$ cat src/rtl/regfile_pkg.sv
// ---------------------------------------------------------------------------
// regfile_pkg
// Shared constants for the 32x32 register file write side.
//   DATA_W   : register data width
//   REG_W    : register index width
//   NUM_REGS : number of architectural registers (width of busy masks)
//   ZERO_REG : hard-wired zero register, never written
// ---------------------------------------------------------------------------
package regfile_pkg;

  localparam int DATA_W   = 32;
  localparam int REG_W    = 5;
  localparam int NUM_REGS = 32;
  localparam int ZERO_REG = 0;

endpackage

$ cat src/rtl/wb_md_fifo.sv
// ---------------------------------------------------------------------------
// wb_md_fifo
// Squashable, order-preserving queue for multiply/divide results waiting for
// the register file write port.
//
// Valid entries are always kept packed at the low indices, so entry 0 is the
// oldest. When a squash invalidates an entry, the entry is freed on that same
// edge and the younger entries close the gap. A squashed entry therefore never
// reaches the head, never causes a write, and never holds a slot. This
// guarantees a free slot whenever the valid count is below DEPTH.
//
// Ports
//   clock, ctrl_reset      : clock, synchronous active-low reset
//   pushEn/pushReg/pushData: enqueue a result (caller ensures validCount < DEPTH)
//   popEn                  : retire the head entry (caller ensures headValid)
//   squashEn/squashReg     : invalidate every queued entry targeting squashReg;
//                            the entry pushed on the same edge is younger and
//                            is not affected
//   headValid/Reg/Data     : oldest queued entry
//   validCount             : number of valid entries
//   busyMask               : one-hot OR of the target registers of valid entries
// ---------------------------------------------------------------------------
module wb_md_fifo
  import regfile_pkg::*;
#(
  parameter int DEPTH  = 2,
  parameter int DATA_W = regfile_pkg::DATA_W,
  parameter int REG_W  = regfile_pkg::REG_W,
  localparam int CNT_W = $clog2(DEPTH + 1)
) (
  input  logic                clock,
  input  logic                ctrl_reset,
  input  logic                pushEn,
  input  logic [REG_W-1:0]    pushReg,
  input  logic [DATA_W-1:0]   pushData,
  input  logic                popEn,
  input  logic                squashEn,
  input  logic [REG_W-1:0]    squashReg,
  output logic                headValid,
  output logic [REG_W-1:0]    headReg,
  output logic [DATA_W-1:0]   headData,
  output logic [CNT_W-1:0]    validCount,
  output logic [NUM_REGS-1:0] busyMask
);

  localparam int IDX_W = $clog2(DEPTH);

  typedef struct packed {
    logic              valid;
    logic [REG_W-1:0]  regIdx;
    logic [DATA_W-1:0] data;
  } mdEntry_t;

  mdEntry_t         entries     [DEPTH];
  mdEntry_t         nextEntries [DEPTH];
  logic [CNT_W-1:0] wrPos;
  logic             keepEntry;

  // Rebuild the queue for the next edge: surviving entries are copied down in
  // age order, then the new result (if any) is appended behind them. Pop and
  // squash never coincide because a squash only happens when the pipeline
  // owns the write port.
  always_comb begin
    // NOTE: every variable gets a default before any conditional assignment,
    // otherwise synthesis infers a latch for the paths that skip it.
    nextEntries = entries;
    wrPos       = '0;
    keepEntry   = 1'b0;
    for (int i = 0; i < DEPTH; i++) begin
      nextEntries[i].valid = 1'b0;
    end
    for (int i = 0; i < DEPTH; i++) begin
      keepEntry = entries[i].valid
                  && !(popEn && (i == 0))
                  && !(squashEn && (entries[i].regIdx == squashReg));
      if (keepEntry) begin
        nextEntries[wrPos[IDX_W-1:0]] = entries[i];
        wrPos                         = wrPos + 1'b1;
      end
    end
    if (pushEn) begin
      nextEntries[wrPos[IDX_W-1:0]] = '{valid: 1'b1, regIdx: pushReg, data: pushData};
    end
  end

  always_ff @(posedge clock) begin
    if (!ctrl_reset) begin
      // NOTE: only the valid bits are reset; the payload is don't-care until
      // its valid bit is set, so it needs no reset.
      for (int i = 0; i < DEPTH; i++) begin
        entries[i].valid <= 1'b0;
      end
    end else begin
      // NOTE: sequential state uses non-blocking assignments so every flop
      // samples pre-edge values regardless of statement order.
      entries <= nextEntries;
    end
  end

  assign headValid = entries[0].valid;
  assign headReg   = entries[0].regIdx;
  assign headData  = entries[0].data;

  always_comb begin
    validCount = '0;
    busyMask   = '0;
    for (int i = 0; i < DEPTH; i++) begin
      if (entries[i].valid) begin
        validCount               = validCount + 1'b1;
        busyMask[entries[i].regIdx] = 1'b1;
      end
    end
  end

endmodule

$ cat src/rtl/regfile_writeback.sv
// ---------------------------------------------------------------------------
// regfile_writeback
// Drives the register file's single write port from two sources: the in-order
// pipeline writeback (never stalls) and out-of-order multiply/divide results,
// which wait in a squashable queue. Also exports the busy mask of queued
// destinations and forwarding data for the two read addresses.
//
// Ports
//   clock, ctrl_reset              : clock, synchronous active-low reset
//   wb_valid/wb_reg/wb_data        : pipeline writeback
//   md_valid/md_ready/md_reg/md_data : multdiv result handshake
//   ctrl_writeEnable/ctrl_writeReg/data_writeReg : registered write port
//   busy_mask                      : registers with a queued multdiv write
//   ctrl_readRegA/B                : regfile read addresses
//   fwd_hitA/B, fwd_dataA/B        : output register forwarding
// ---------------------------------------------------------------------------
module regfile_writeback
  import regfile_pkg::*;
#(
  parameter int DEPTH  = 2,
  parameter int DATA_W = regfile_pkg::DATA_W,
  parameter int REG_W  = regfile_pkg::REG_W
) (
  input  logic                clock,
  input  logic                ctrl_reset,
  input  logic                wb_valid,
  input  logic [REG_W-1:0]    wb_reg,
  input  logic [DATA_W-1:0]   wb_data,
  input  logic                md_valid,
  output logic                md_ready,
  input  logic [REG_W-1:0]    md_reg,
  input  logic [DATA_W-1:0]   md_data,
  output logic                ctrl_writeEnable,
  output logic [REG_W-1:0]    ctrl_writeReg,
  output logic [DATA_W-1:0]   data_writeReg,
  output logic [NUM_REGS-1:0] busy_mask,
  input  logic [REG_W-1:0]    ctrl_readRegA,
  input  logic [REG_W-1:0]    ctrl_readRegB,
  output logic                fwd_hitA,
  output logic                fwd_hitB,
  output logic [DATA_W-1:0]   fwd_dataA,
  output logic [DATA_W-1:0]   fwd_dataB
);

  localparam int CNT_W = $clog2(DEPTH + 1);

  typedef enum logic [1:0] {
    SEL_NONE,
    SEL_PIPE,
    SEL_FIFO,
    SEL_BYPASS
  } wrSel_t;

  wrSel_t            wrSel;
  logic              pipeWrite;
  logic              mdAccept;
  logic              mdNonZero;
  logic              pushEn;
  logic              popEn;
  logic              headValid;
  logic [REG_W-1:0]  headReg;
  logic [DATA_W-1:0] headData;
  logic [CNT_W-1:0]  validCount;
  logic [REG_W-1:0]  selReg;
  logic [DATA_W-1:0] selData;

  // Writes to the zero register are dropped at the source.
  assign pipeWrite = wb_valid && (wb_reg != REG_W'(ZERO_REG));
  assign mdNonZero = md_reg != REG_W'(ZERO_REG);

  // Readiness depends only on state so the multdiv unit sees no loop through
  // md_valid.
  assign md_ready = ctrl_reset && (validCount < CNT_W'(DEPTH));
  assign mdAccept = md_valid && md_ready;

  // Pipeline first (it cannot stall), then the oldest queued result, then a
  // same-cycle bypass when nothing older is waiting.
  always_comb begin
    wrSel = SEL_NONE;
    if (pipeWrite) begin
      wrSel = SEL_PIPE;
    end else if (headValid) begin
      wrSel = SEL_FIFO;
    end else if (mdAccept && mdNonZero) begin
      wrSel = SEL_BYPASS;
    end
  end

  always_comb begin
    selReg  = '0;
    selData = '0;
    unique case (wrSel)
      SEL_PIPE:   begin selReg = wb_reg;  selData = wb_data;  end
      SEL_FIFO:   begin selReg = headReg; selData = headData; end
      SEL_BYPASS: begin selReg = md_reg;  selData = md_data;  end
      default:    ;
    endcase
  end

  assign popEn  = wrSel == SEL_FIFO;
  assign pushEn = mdAccept && mdNonZero && (wrSel != SEL_BYPASS);

  // A pipeline write is younger than every queued result, so any queued
  // write to the same register is stale and is squashed.
  wb_md_fifo #(
    .DEPTH  (DEPTH),
    .DATA_W (DATA_W),
    .REG_W  (REG_W)
  ) u_fifo (
    .clock      (clock),
    .ctrl_reset (ctrl_reset),
    .pushEn     (pushEn),
    .pushReg    (md_reg),
    .pushData   (md_data),
    .popEn      (popEn),
    .squashEn   (pipeWrite),
    .squashReg  (wb_reg),
    .headValid  (headValid),
    .headReg    (headReg),
    .headData   (headData),
    .validCount (validCount),
    .busyMask   (busy_mask)
  );

  // Index and data hold when idle; only the enable drops.
  always_ff @(posedge clock) begin
    if (!ctrl_reset) begin
      ctrl_writeEnable <= 1'b0;
      ctrl_writeReg    <= '0;
      data_writeReg    <= '0;
    end else begin
      ctrl_writeEnable <= wrSel != SEL_NONE;
      if (wrSel != SEL_NONE) begin
        ctrl_writeReg <= selReg;
        data_writeReg <= selData;
      end
    end
  end

  // The output register holds a value the regfile has not committed yet.
  assign fwd_hitA  = ctrl_writeEnable && (ctrl_writeReg == ctrl_readRegA)
                     && (ctrl_readRegA != REG_W'(ZERO_REG));
  assign fwd_hitB  = ctrl_writeEnable && (ctrl_writeReg == ctrl_readRegB)
                     && (ctrl_readRegB != REG_W'(ZERO_REG));
  assign fwd_dataA = fwd_hitA ? data_writeReg : '0;
  assign fwd_dataB = fwd_hitB ? data_writeReg : '0;

endmodule
$ cat config.mk
export PLATFORM = sky130hd
export DESIGN_NAME = regfile_writeback
export DESIGN_NICKNAME = d
export VERILOG_FILES = /design/src/rtl/regfile_pkg.sv /design/src/rtl/wb_md_fifo.sv /design/src/rtl/regfile_writeback.sv
export SDC_FILE = /design/constraint.sdc
export NUM_CORES = 1
export LEC_CHECK = 0
export BUFFER_PORTS_ARGS = -buffer_cell sky130_fd_sc_hd__buf_2
export CAP_MARGIN = 20
export CORE_MARGIN = 5
export CORE_UTILIZATION = 53
export CTS_BUF_LIST = sky130_fd_sc_hd__clkbuf_8
export DETAILED_ROUTE_END_ITERATION = 16
export PLACE_DENSITY = 0.83
export SETUP_SLACK_MARGIN = 0.02
export SYNTH_ARGS = -nofsm -noshare
export SYNTH_HDL_FRONTEND = slang
export SYNTH_HIERARCHICAL = 1
export SYNTH_SLANG_ARGS = --single-unit
$ cat constraint.sdc
create_clock -name clock -period 5.39 [get_ports clock]
set_clock_uncertainty 0.05 [all_clocks]
set_input_delay 0.8085 -clock clock [delete_from_list [all_inputs] [get_ports clock]]
set_output_delay 0.8085 -clock clock [all_outputs]
set_load 0.005 [all_outputs]
* After elaboration in Yosys (flattened, before gate mapping)
Index checks and enable logic that the tools add are counted.
Widths: inputs -> output; s select.
** Word-level totals
- Flip-flop bits (word level) :: 114
- Bits in latches :: 0
- Output and inout bits :: 137
- Memory bits (writable) :: 0
- Logic and storage cells :: 83
- Memory bits (read-only) :: 0
- Input bits :: 88
- Memories :: 0
** Cells by class
- Reductions and logical operators :: 26
- Shift-type cells :: 0
- $lt $le $gt $ge :: 9
- Multipliers :: 0
- Div/mod/pow operators :: 0
- $add $sub $neg :: 2
- Eq/ne operators :: 8
- Bitwise operators :: 3
- Multiplexer cells :: 26
** Operators with widths (count)
- $bwmux 76 :: 2
- $mux 76 :: 2
- $mux 32 :: 4
- $mux 38 :: 3
- $pmux 32 s3 :: 1
- $demux 38 s1 :: 2
- $or 32x32->32 :: 1
- $eq 5x5->1 :: 4
- $reduce_bool 5->1 :: 4
- $logic_and 1x1->1 :: 18
- $pmux 5 s3 :: 1
- $lt 5x6->1 const B :: 2
- $demux 1 s5 :: 2
- $ge 5x1->1 const B :: 2
- $mux 2 :: 4
- $mux 1 :: 5
- $eq 2x2->1 const B :: 2
- $ge 2x2->1 const B :: 2
- $lt 2x1->1 const B :: 2
- $not 1->2 :: 2
- $logic_not 1->1 :: 3
- $add 1x1->2 const B :: 1
- $eq 2x1->1 const B :: 1
- $lt 2x2->1 const B :: 1
- other kinds (3) :: 3

* Depth between registers and ports, before layout
Gate-level depths: netlist of the first run.
- Depth in word-level cells :: 24
- Gate-level depth with buffers :: 10
- Depth with buffers taken out :: 7

* Modules after synthesis
The synthesis of the first run kept the hierarchy.
** Modules (own cells, without submodules)
- wb_md_fifo :: times used 1, area each 4274.1 um2, sequential area each 2262.2 um2, cells an instance 415
- regfile_writeback :: times used 1, area each 2810.2 um2, sequential area each 760.7 um2, cells an instance 352

* Worst setup path after synthesis of the first run
OpenSTA, ideal clock, no wires.
- Path kind :: input port to flip-flop
- Start point :: in wb_reg[2]
- End point :: reg u_fifo/entries[0] in the netlist's numbering, enable pin
- Data required time :: 4942 ps
- Cell stages on the path :: 9
- Path buffers :: 3
- Slack :: 1081 ps
- Library setup time :: 398 ps
- Arrival time :: 3861 ps
- Cells stage by stage :: or4_4 o21ai_4 buf_2 inv_1 a311oi_4 xnor2_1 clkbuf_1 clkbuf_1 and3_1
** RTL lines
- start, declared :: line regfile_writeback.sv:27 : input logic [REG_W-1:0] wb_reg,
- end signal, assigned :: line wb_md_fifo.sv:96 : entries <= nextEntries;
- end, declared :: line wb_md_fifo.sv:54 : mdEntry_t entries [DEPTH];

==> results.cfg, run 1 <==
[routing]
drc = 0
ant_nets = 0
routed_wl_mm = 20.48
via_per_inst = 5.903
drtPass1Iterations = 5
drt_first_iter_violations = 763
num_vias = 6558
post_drt_wl_per_cell_um = 18.43

[clock_network]
clockBufferDepth = 2
clock_sinks = 114
clk_pin_slew_ns = 0.07
postCtsHoldBufs = 0
cts_root_buf = clkbuf_8
tritoncts.num_buffers = 17
post_cts_resized = 0
clk-insertion-delay-late_ns = 0.42
postCtsSetupBuffers = 0
cts_tree = yes
h-tree-depth = 4

[synthesis]
async_reset_ff_share_pct = 0
synth_mux_area_share_pct = 4.521
postSynthAreaPerCell_um2 = 9.236
ys_types = 46
synthSimpleGateAreaFrac_pct = 22.68
ys_ff_latch = 114
synth_top_family_by_area = simple AND/OR/NAND/NOR gates
ys_warn_count = 6
synth_nets = 856
netlist_area_mm2 = 0.007084
ys.flop_type = edfxtp_1
synth_fa_ha_area_share_pct = 0.3356
synth_edf_count = 74
synth_compound_area_share_pct = 17.06
synthXorXnorAreaFrac_pct = 2.579
syn_inst = 767
ys_seq_area_share_pct = 42.67

[layout]
num-fill-cells = 1081
synthToLayoutAreaGrowth_pct = 19.80
fin_nets = 1008
final_area_mm2 = 0.008487
drive_gt1_share_pct = 30.69
layout.cells.non_filler = 1111

[power]
p_leak_nw = 3.787
power.density_mw_per_mm2 = 273.9
ir_drop_v = 0.0001894

[timing]
final.setup.tns_ns = 0
finalCritPeriodShare_pct = 68.57
hold_viol = 0
slew_headroom_pct = 28.68
setup_ws_ns = 1.694
rsz0062_at_grt = no
slew_violations = 0
worst_pin_slew_ns = 1.068
setup_viol = 0
finalCriticalPeriod_ns = 3.696
fmax_ghz = 0.2706

[floorplan]
start_util_pct = 53.71
ios = 225
coreArea_mm2 = 0.01319
die_w_um = 125.6
rows = 42
die_height_um = 125.6
dieArea_mm2 = 0.01578

[placed_design]
dp_hpwl_mm = 13.51
portBuffers = 224
gp_congestion = 0.9089
place_inst = 1075
pre_cts_ws_ns = 1.310
place_area_mm2 = 0.008005

[critical_path]
timing.critical_path.required_ns = 5.46
cp.arrival_ns = 3.76
setup.worst_path.class = primary input to register
path_buf_inv = 2
cpPeakStageDelay_ns = 0.93
path_cells = buf_2, or4_4, o21ai_4, buf_4, and2_1, a311oi_4, xor2_4, a221oi_1
end_kind = register
cp_top_family = XOR/XNOR gates
crit_slowest_cell = xor2_4
worst-path-max-fanout = 40
startpoint_type = primary input

[grt]
antenna_found_initial = 4
grt_pass1_wl_mm = 31.98
grt_overflow = 0
grt_pass1_vias = 6176
grt_use_total_pct = 24.63
grt_max_degree = 86

[outcome]
outcome = finished clean

[run]
maxCapViolCount = 0

[hold_path]
min_path_type = register to register
==> stage by stage <==
step / power, mW / hold WS [ns] / utilization [%]
2_1_floorplan: 1.310 / 0.4495 / -
3_3_place_gp: 1.425 / 0.4483 / 60.69
3_5_place_dp: 1.437 / 0.4563 / 60.69
4_1_cts: 2.327 / 0.4661 / 64.08
5_1_grt: 2.417 / 0.4879 / 64.34
6_report: 2.325 / 0.4642 / 64.34
==> final timing paths <==
| path | start | to | cells after the start | slack [ns] |
|---|---|---|---|---|
| worst max-delay path | wb_reg[2] | u_fifo/headReg[3] | 8 | 1.69 |
| worst min-delay path | data_writeReg[29] | data_writeReg[29] | 2 | 0.46 |
| worst max register to register | u_fifo/headValid | u_fifo/headReg[3] | 4 | 2.05 |
| worst min register to register | data_writeReg[29] | data_writeReg[29] | 2 | 0.46 |
==> routing by layer <==
metal	track usage (%)	wire length (um)	up-vias
met5	0	13	-
met2	40.31	9950	356
li1	-	-	3079
met1	32.87	8300	3085
met3	5.207	1797	36
met4	7.844	416	2
==> cell type report <==
| cell class | instances | area [um2] | share of cell area, % |
|---|---|---|---|
| Sequential cell | 114 | 3024 | 35.63 |
| Timing Repair Buffer | 235 | 1226 | 14.45 |
| Multi-Input combinational cell | 511 | 3412 | 40.20 |
| Clock inverter | 15 | 212.7 | 2.506 |
| Clock buffer | 17 | 234.0 | 2.757 |
| Antenna cell | 3 | 7.507 | 0.08846 |
| Tap cell | 176 | 220.2 | 2.595 |
| Inverter | 40 | 150.1 | 1.769 |
==> sequential cells by signal, indices dropped and copies added (netlist names) <==
name	cells
u_fifo/entries	38
data_writeReg	32
u_fifo/headData	32
ctrl_writeReg	5
u_fifo/headReg	5
ctrl_writeEnable	1
u_fifo/headValid	1
==> layout by cell type, fill, tap and decap left out, types with 2 or more instances in the layout <==
master | netlist | routed
a211oi_4 | 0 | 2
a21boi_0 | 3 | 3
a21oi_1 | 2 | 2
a221oi_1 | 38 | 38
a32oi_1 | 35 | 35
and2_1 | 94 | 94
and3_1 | 40 | 39
buf_2 | 16 | 223
buf_4 | 37 | 11
bufinv_16 | 0 | 5
clkbuf_8 | 0 | 17
clkinv_1 | 0 | 2
clkinv_2 | 0 | 3
clkinvlp_4 | 0 | 3
dfxtp_1 | 40 | 39
diode_2 | 0 | 3
edfxtp_1 | 74 | 74
inv_1 | 40 | 40
inv_6 | 0 | 2
mux2i_1 | 32 | 32
nand2_1 | 47 | 47
nand3_1 | 16 | 16
nand3b_1 | 6 | 6
nand4_1 | 4 | 4
nor2_1 | 43 | 42
nor3_1 | 37 | 37
o21ai_0 | 30 | 30
o21ai_1 | 5 | 4
o21ai_4 | 2 | 3
o221ai_1 | 3 | 3
o22ai_1 | 32 | 32
o41ai_1 | 3 | 3
or3b_2 | 3 | 3
or4_4 | 2 | 2
xnor2_1 | 15 | 14
xor2_1 | 4 | 4
==> kinds of logic after synthesis <==
kind of cell,Yosys count
DFF,114
AOI/OAI and AO/OA,159
muxes,32
xor gates and xnor gates,20
and+or+nand+nor,298
buffers and inverters,142
adders and majority gates,2
==> report_power, final <==
group	internal, mW	switching (mW)
registers	1.00	0.0634
clock network	0.547	0.353
logic	0.153	0.206
total	1.70	0.622
==> tightest hold or removal path, cell delays in order, from the launching register on <==
cell,delay (ns)
dfxtp_1,0.33
nand2_1,0.06
a32oi_1,0.08
==> Yosys cell counts (35+ instances only) <==
cell type / n / share of area [%]
and2_1: 94 / 8.3
and3_1: 40 / 3.5
nor3_1: 37 / 2.6
a32oi_1: 35 / 4.3
clkbuf_1: 41 / 2.2
edfxtp_1: 74 / 31
a221oi_1: 38 / 4.7
dfxtp_1: 40 / 11
inv_1: 40 / 2.1
nand2_1: 47 / 2.5
buf_4: 37 / 3.9
nor2_1: 43 / 2.3
Note: power is estimated with default switching activity, not from simulation.
==> inputs of run 2 (changes only) <==
--- a/config.mk
+++ b/config.mk
@@ -5,13 +5,14 @@
 export SDC_FILE = /design/constraint.sdc
 export NUM_CORES = 1
 export LEC_CHECK = 0
+export ABC_AREA = 1
 export BUFFER_PORTS_ARGS = -buffer_cell sky130_fd_sc_hd__buf_2
 export CAP_MARGIN = 20
 export CORE_MARGIN = 5
-export CORE_UTILIZATION = 53
+export CORE_UTILIZATION = 49
 export CTS_BUF_LIST = sky130_fd_sc_hd__clkbuf_8
 export DETAILED_ROUTE_END_ITERATION = 16
-export PLACE_DENSITY = 0.83
+export PLACE_DENSITY = 0.79
 export SETUP_SLACK_MARGIN = 0.02
 export SYNTH_ARGS = -nofsm -noshare
 export SYNTH_HDL_FRONTEND = slang
==> constraint.sdc (replaced) <==
create_clock -name clock -period 3.2 [get_ports clock]
set_clock_uncertainty 0.05 [all_clocks]
set_input_delay 0.48 -clock clock [delete_from_list [all_inputs] [get_ports clock]]
set_output_delay 0.48 -clock clock [all_outputs]
set_load 0.005 [all_outputs]
==> results.cfg, run 2 <==
[clock_network]
postCtsHoldBufs = 0
clk_pin_slew_ns = 0.07
clockBufferDepth = 2
post_cts_resized = 0
postCtsSetupBuffers = 0
cts_root_buf = clkbuf_8
h-tree-depth = 4
clock_sinks = 114
clk-insertion-delay-late_ns = 0.43
tritoncts.num_buffers = 17
cts_tree = yes

[power]
power.density_mw_per_mm2 = 413.7
p_leak_nw = 4.626
power_frac_seq_pct = 48.2
intPower_mw = 2.514
ir_drop_v = 0.0002279
netSwitchingPower_mw = 1.130
p_clk_share_pct = 32.9
p_sw_share_pct = 31.02
pwr-share-comb_pct = 18.9

[synthesis]
postSynthAreaPerCell_um2 = 6.747
ys_ff_latch = 114
synth.most_common_cell = nand2_1
ys_seq_area_share_pct = 39.97
ys_types = 22
synth_common_cells = 285 x nand2_1, 169 x nor2_1, 128 x inv_1
syn_inst = 1121
synth_area_leader_cell = edfxtp_1
netlist_area_mm2 = 0.007564
synth_edf_count = 74
async_reset_ff_share_pct = 0
synth_top_area_share_pct = 29.38
ys_top_cells_by_area = edfxtp_1 29%, nand2_1 14%, dfxtp_1 11%, nor2_1 8.4%, inv_1 6.4%
ys_warn_count = 6
ys.flop_type = edfxtp_1
synth_nets = 1210

[layout]
top_register = u_fifo/entries
final_area_mm2 = 0.008808
fin_nets = 1374
final_common_cell = nand2_1
synthToLayoutAreaGrowth_pct = 16.46
n_antenna_cell = 0
multi_input_area_mm2 = 0.003413
final-seq-area_mm2 = 0.003023
largest_register_ffs = 38
final_cell_mix = 285 x nand2_1, 224 x buf_2, 169 x nor2_1
layout.cells.non_filler = 1486
drive_gt1_share_pct = 24.04
num-fill-cells = 1430

[critical_path]
cp.arrival_ns = 2.92
timing.critical_path.required_ns = 3.33
crit_slowest_cell = nand2_2
startpoint_type = register
end_kind = register
setup.worst_path.class = register to register
worst-path-max-fanout = 37
crit_top_cell = nand2_1
path_cells = ha_1, inv_1, nand2_1, nor2_1, nand2_1, a21oi_4, nand2_2, nand2_1, nand2_1
cpPeakStageDelay_ns = 0.63

[timing]
setup_viol = 0
slew_violations = 0
fmax_ghz = 0.3578
worst_pin_slew_ns = 1.104
finalCriticalPeriod_ns = 2.795
hold_viol = 0
finalCritPeriodShare_pct = 87.33
rsz0062_at_grt = no
final.setup.tns_ns = 0
slew_headroom_pct = 25.85

[grt]
grt_use_total_pct = 26.49
grt_max_degree = 78
grt_pass1_vias = 7306
use_met3_pct = 4.951
grt_overflow = 0
antenna_found_initial = 1
grt_pass1_wl_mm = 38.11
use_met1_pct = 35.33
grt_use_met2_pct = 43.30
top_usage_layer = met2

[routing]
routed_wl_mm = 24.85
via_per_inst = 5.386
ant_nets = 0
post_drt_wl_per_cell_um = 16.72
drtPass1Iterations = 6
num_vias = 8003
drt_first_iter_violations = 787
drc = 0

[placed_design]
place_area_mm2 = 0.008463
place_inst = 1454
dp_hpwl_mm = 17.61
gp_congestion = 0.9038
portBuffers = 224

[floorplan]
die_w_um = 134.2
dieArea_mm2 = 0.01802
rows = 45
coreArea_mm2 = 0.01515
ios = 225
die_height_um = 134.2
start_util_pct = 49.94

[hold_path]
min_path_type = primary input to register

[outcome]
outcome = finished clean

[run]
maxCapViolCount = 0
## run 2: critical path: cells and delay by family (launching register included)
kind	cells	cell delay (ns)
AOI/OAI and AO/OA	1	0.48
buffers and inverters	1	0.05
DFF	1	0.38
adders and majority gates	1	0.21
and+or+nand+nor	6	1.37
## run 2: per-stage QoR
| step | hold WS [ns] | total power, mW | setup slack, ns | util [%] |
|---|---|---|---|---|
| 2_1_floorplan | 0.4869 | 2.239 | 0.3756 | - |
| 3_3_place_gp | 0.4861 | 2.444 | 0.3438 | 55.88 |
| 3_5_place_dp | 0.4894 | 2.460 | 0.2442 | 55.88 |
| 4_1_cts | 0.2976 | 3.646 | 0.4729 | 58.16 |
| 5_1_grt | 0.3052 | 3.828 | 0.2769 | 58.16 |
| 6_report | 0.3148 | 3.644 | 0.4053 | 58.16 |
## run 2: routing by layer
layer / share of wire [%] / wire length (um)
met5: 0.052 / 13
met2: 46 / 11420
met4: 2.7 / 682
met1: 40 / 10060
met3: 11 / 2673
## run 2: power by group through the flow
stage | logic, mW | clock network [mW] | registers, mW
6_report | 0.688 | 1.20 | 1.76
3_5_place_dp | 0.675 | 0 | 1.78
3_3_place_gp | 0.662 | 0 | 1.78
5_1_grt | 0.770 | 1.29 | 1.77
4_1_cts | 0.679 | 1.21 | 1.75
2_1_floorplan | 0.480 | 0 | 1.76
## run 2: final timing paths
kind	startpoint	to	slack, ns	cells past startpoint
worst max-delay path	u_fifo/entries[37]	u_fifo/headData[23]	0.41	9
worst min-delay path	wb_data[15]	data_writeReg[15]	0.31	5
worst min register to register	data_writeReg[8]	data_writeReg[8]	0.51	2
worst max register to register	u_fifo/entries[37]	u_fifo/headData[23]	0.41	9
## run 2: logic make-up after synthesis
kind of cell / synth area share (%)
adders and majority gates: 0.1654
DFF: 39.97
buffers and inverters: 15.29
xor gates and xnor gates: 0.4631
AOI/OAI and AO/OA: 7.213
and+or+nand+nor: 36.91
## run 2: cell type report
type                            count  area share [%]
Sequential cell                   114           34.32
Clock inverter                     14           1.108
Tap cell                          188           2.670
Timing Repair Buffer              242           14.55
Clock buffer                       18           2.813
Inverter                          136           5.795
Multi-Input combinational cell    774           38.75
==> inputs of run 3 (changes only) <==
--- a/config.mk
+++ b/config.mk
@@ -8,11 +8,12 @@
 export ABC_AREA = 1
 export BUFFER_PORTS_ARGS = -buffer_cell sky130_fd_sc_hd__buf_2
 export CAP_MARGIN = 20
+export CORE_ASPECT_RATIO = 0.6
 export CORE_MARGIN = 5
-export CORE_UTILIZATION = 49
+export CORE_UTILIZATION = 54
 export CTS_BUF_LIST = sky130_fd_sc_hd__clkbuf_8
 export DETAILED_ROUTE_END_ITERATION = 16
-export PLACE_DENSITY = 0.79
+export PLACE_DENSITY = 0.83
 export SETUP_SLACK_MARGIN = 0.02
 export SYNTH_ARGS = -nofsm -noshare
 export SYNTH_HDL_FRONTEND = slang
==> constraint.sdc (replaced) <==
create_clock -name clock -period 2.9 [get_ports clock]
set_clock_uncertainty 0.05 [all_clocks]
set_input_delay 0.435 -clock clock [delete_from_list [all_inputs] [get_ports clock]]
set_output_delay 0.435 -clock clock [all_outputs]
set_load 0.005 [all_outputs]
==> results.cfg, run 3 (same netlist as run 2, synthesis figures left out) <==
[outcome]
outcome = finished clean

[placed_design]
dp_hpwl_mm = 19.10
place_area_mm2 = 0.008556
portBuffers = 224
gp_congestion = 0.9659

[power]
power.density_mw_per_mm2 = 456.9
p_leak_nw = 4.684
ir_drop_v = 0.0003026

[timing]
worst_pin_slew_ns = 0.8989
finalCriticalPeriod_ns = 2.764
holdWs_ns = 0.2292
slew_violations = 0
fmax_ghz = 0.3618
hold_viol = 0
rsz0062_at_grt = no
setup_viol = 0
final.setup.tns_ns = 0
slew_headroom_pct = 40.07
finalCritPeriodShare_pct = 95.31

[clock_network]
clk_pin_slew_ns = 0.07
postCtsSetupBuffers = 0
h-tree-depth = 4
clk-insertion-delay-late_ns = 0.44
clockBufferDepth = 2
tritoncts.num_buffers = 17
cts_root_buf = clkbuf_8
post_cts_resized = 0
cts_tree = yes
postCtsHoldBufs = 0
clock_sinks = 114

[layout]
final_cell_mix = 285 x nand2_1, 224 x buf_2, 169 x nor2_1
synthToLayoutAreaGrowth_pct = 17.78
multi_input_area_mm2 = 0.003406
num-fill-cells = 1292
drive_gt1_share_pct = 24.68
final_common_cell = nand2_1
final-seq-area_mm2 = 0.003023
final_area_mm2 = 0.008909
fin_nets = 1385
fin_util_pct = 64.99
largest_register_ffs = 38
top_register = u_fifo/entries

[critical_path]
end_kind = register
setup.worst_path.class = register to register
cp.arrival_ns = 2.91
timing.critical_path.required_ns = 3.05
worst-path-max-fanout = 37
worstReg2RegStart = u_fifo/headReg[0]
startpoint_type = register
critPathLaunch = u_fifo/headReg[0]

[floorplan]
ios = 225
coreArea_mm2 = 0.01371
start_util_pct = 55.18
die_w_um = 162.8
rows = 33
die_height_um = 101.7
dieArea_mm2 = 0.01655

[grt]
grt_pass1_wl_mm = 39.54
antenna_found_initial = 2
grt_use_total_pct = 30.96
grt_max_degree = 77
grt_overflow = 0
grt_pass1_vias = 7184

[routing]
num_vias = 8154
ant_nets = 0
routed_wl_mm = 26.24
post_drt_wl_per_cell_um = 17.46
drt_first_iter_violations = 1306
via_per_inst = 5.425
drtPass1Iterations = 6
drc = 0

[run]
maxCapViolCount = 0

[hold_path]
min_path_type = primary input to register
hold_start = wb_data[0]
## run 3: through the flow
stage / power (mW) / setup WS, ns / instances
6_report: 4.070 / 0.1359 / 1503
5_1_grt: 4.265 / 0.02201 / 1503
4_1_cts: 4.053 / 0.2399 / 1501
3_5_place_dp: 2.740 / 0.1320 / 1469
3_3_place_gp: 2.719 / 0.2230 / 1469
2_1_floorplan: 2.471 / 0.1206 / 1121
## run 3: per-layer routing
| layer | global-route usage (%) | part of all wire (%) | up-vias |
|---|---|---|---|
| met5 | 0 | 0 | - |
| met3 | 11.14 | 15 | 23 |
| met1 | 46.16 | 42 | 3679 |
| li1 | - | - | 3883 |
| met2 | 43.25 | 41 | 569 |
| met4 | 6.443 | 0.88 | 0 |
## run 3: worst max-delay path, cell delays in order, from the launching register on
cell      delay, ns
edfxtp_1       0.47
inv_1          0.15
nor2_1         0.05
nor2_1         0.27
nand3_1        0.15
nand2_2        0.29
nand2_1        0.19
nand2_2        0.12
nand2_2        0.47
nand2_1        0.23
nand2_1        0.08
## run 3: power breakdown
group	internal, mW	switching (mW)	leakage (nW)	total [mW]
clock	0.677	0.655	0.191	1.33
sequential	1.84	0.0941	1.11	1.94
combinational	0.261	0.541	3.38	0.802
## run 3: cell type report
class	instances	share of cell area, %
diodes	2	0.05618
clock buffers	18	2.781
clock inverters	14	1.124
inverters	136	5.730
multi-input cells	774	38.23
flip-flops and latches	114	33.93
well taps	192	2.697
repair buffers	253	15.45
## run 3: worst paths after layout
check	endpoint	slack, ns	depth (start not counted)
setup / recovery	u_fifo/headReg[0]	0.14	10
hold / removal	data_writeReg[0]	0.23	5
setup reg to reg	u_fifo/headReg[0]	0.14	10
hold reg to reg	data_writeReg[17]	0.52	2
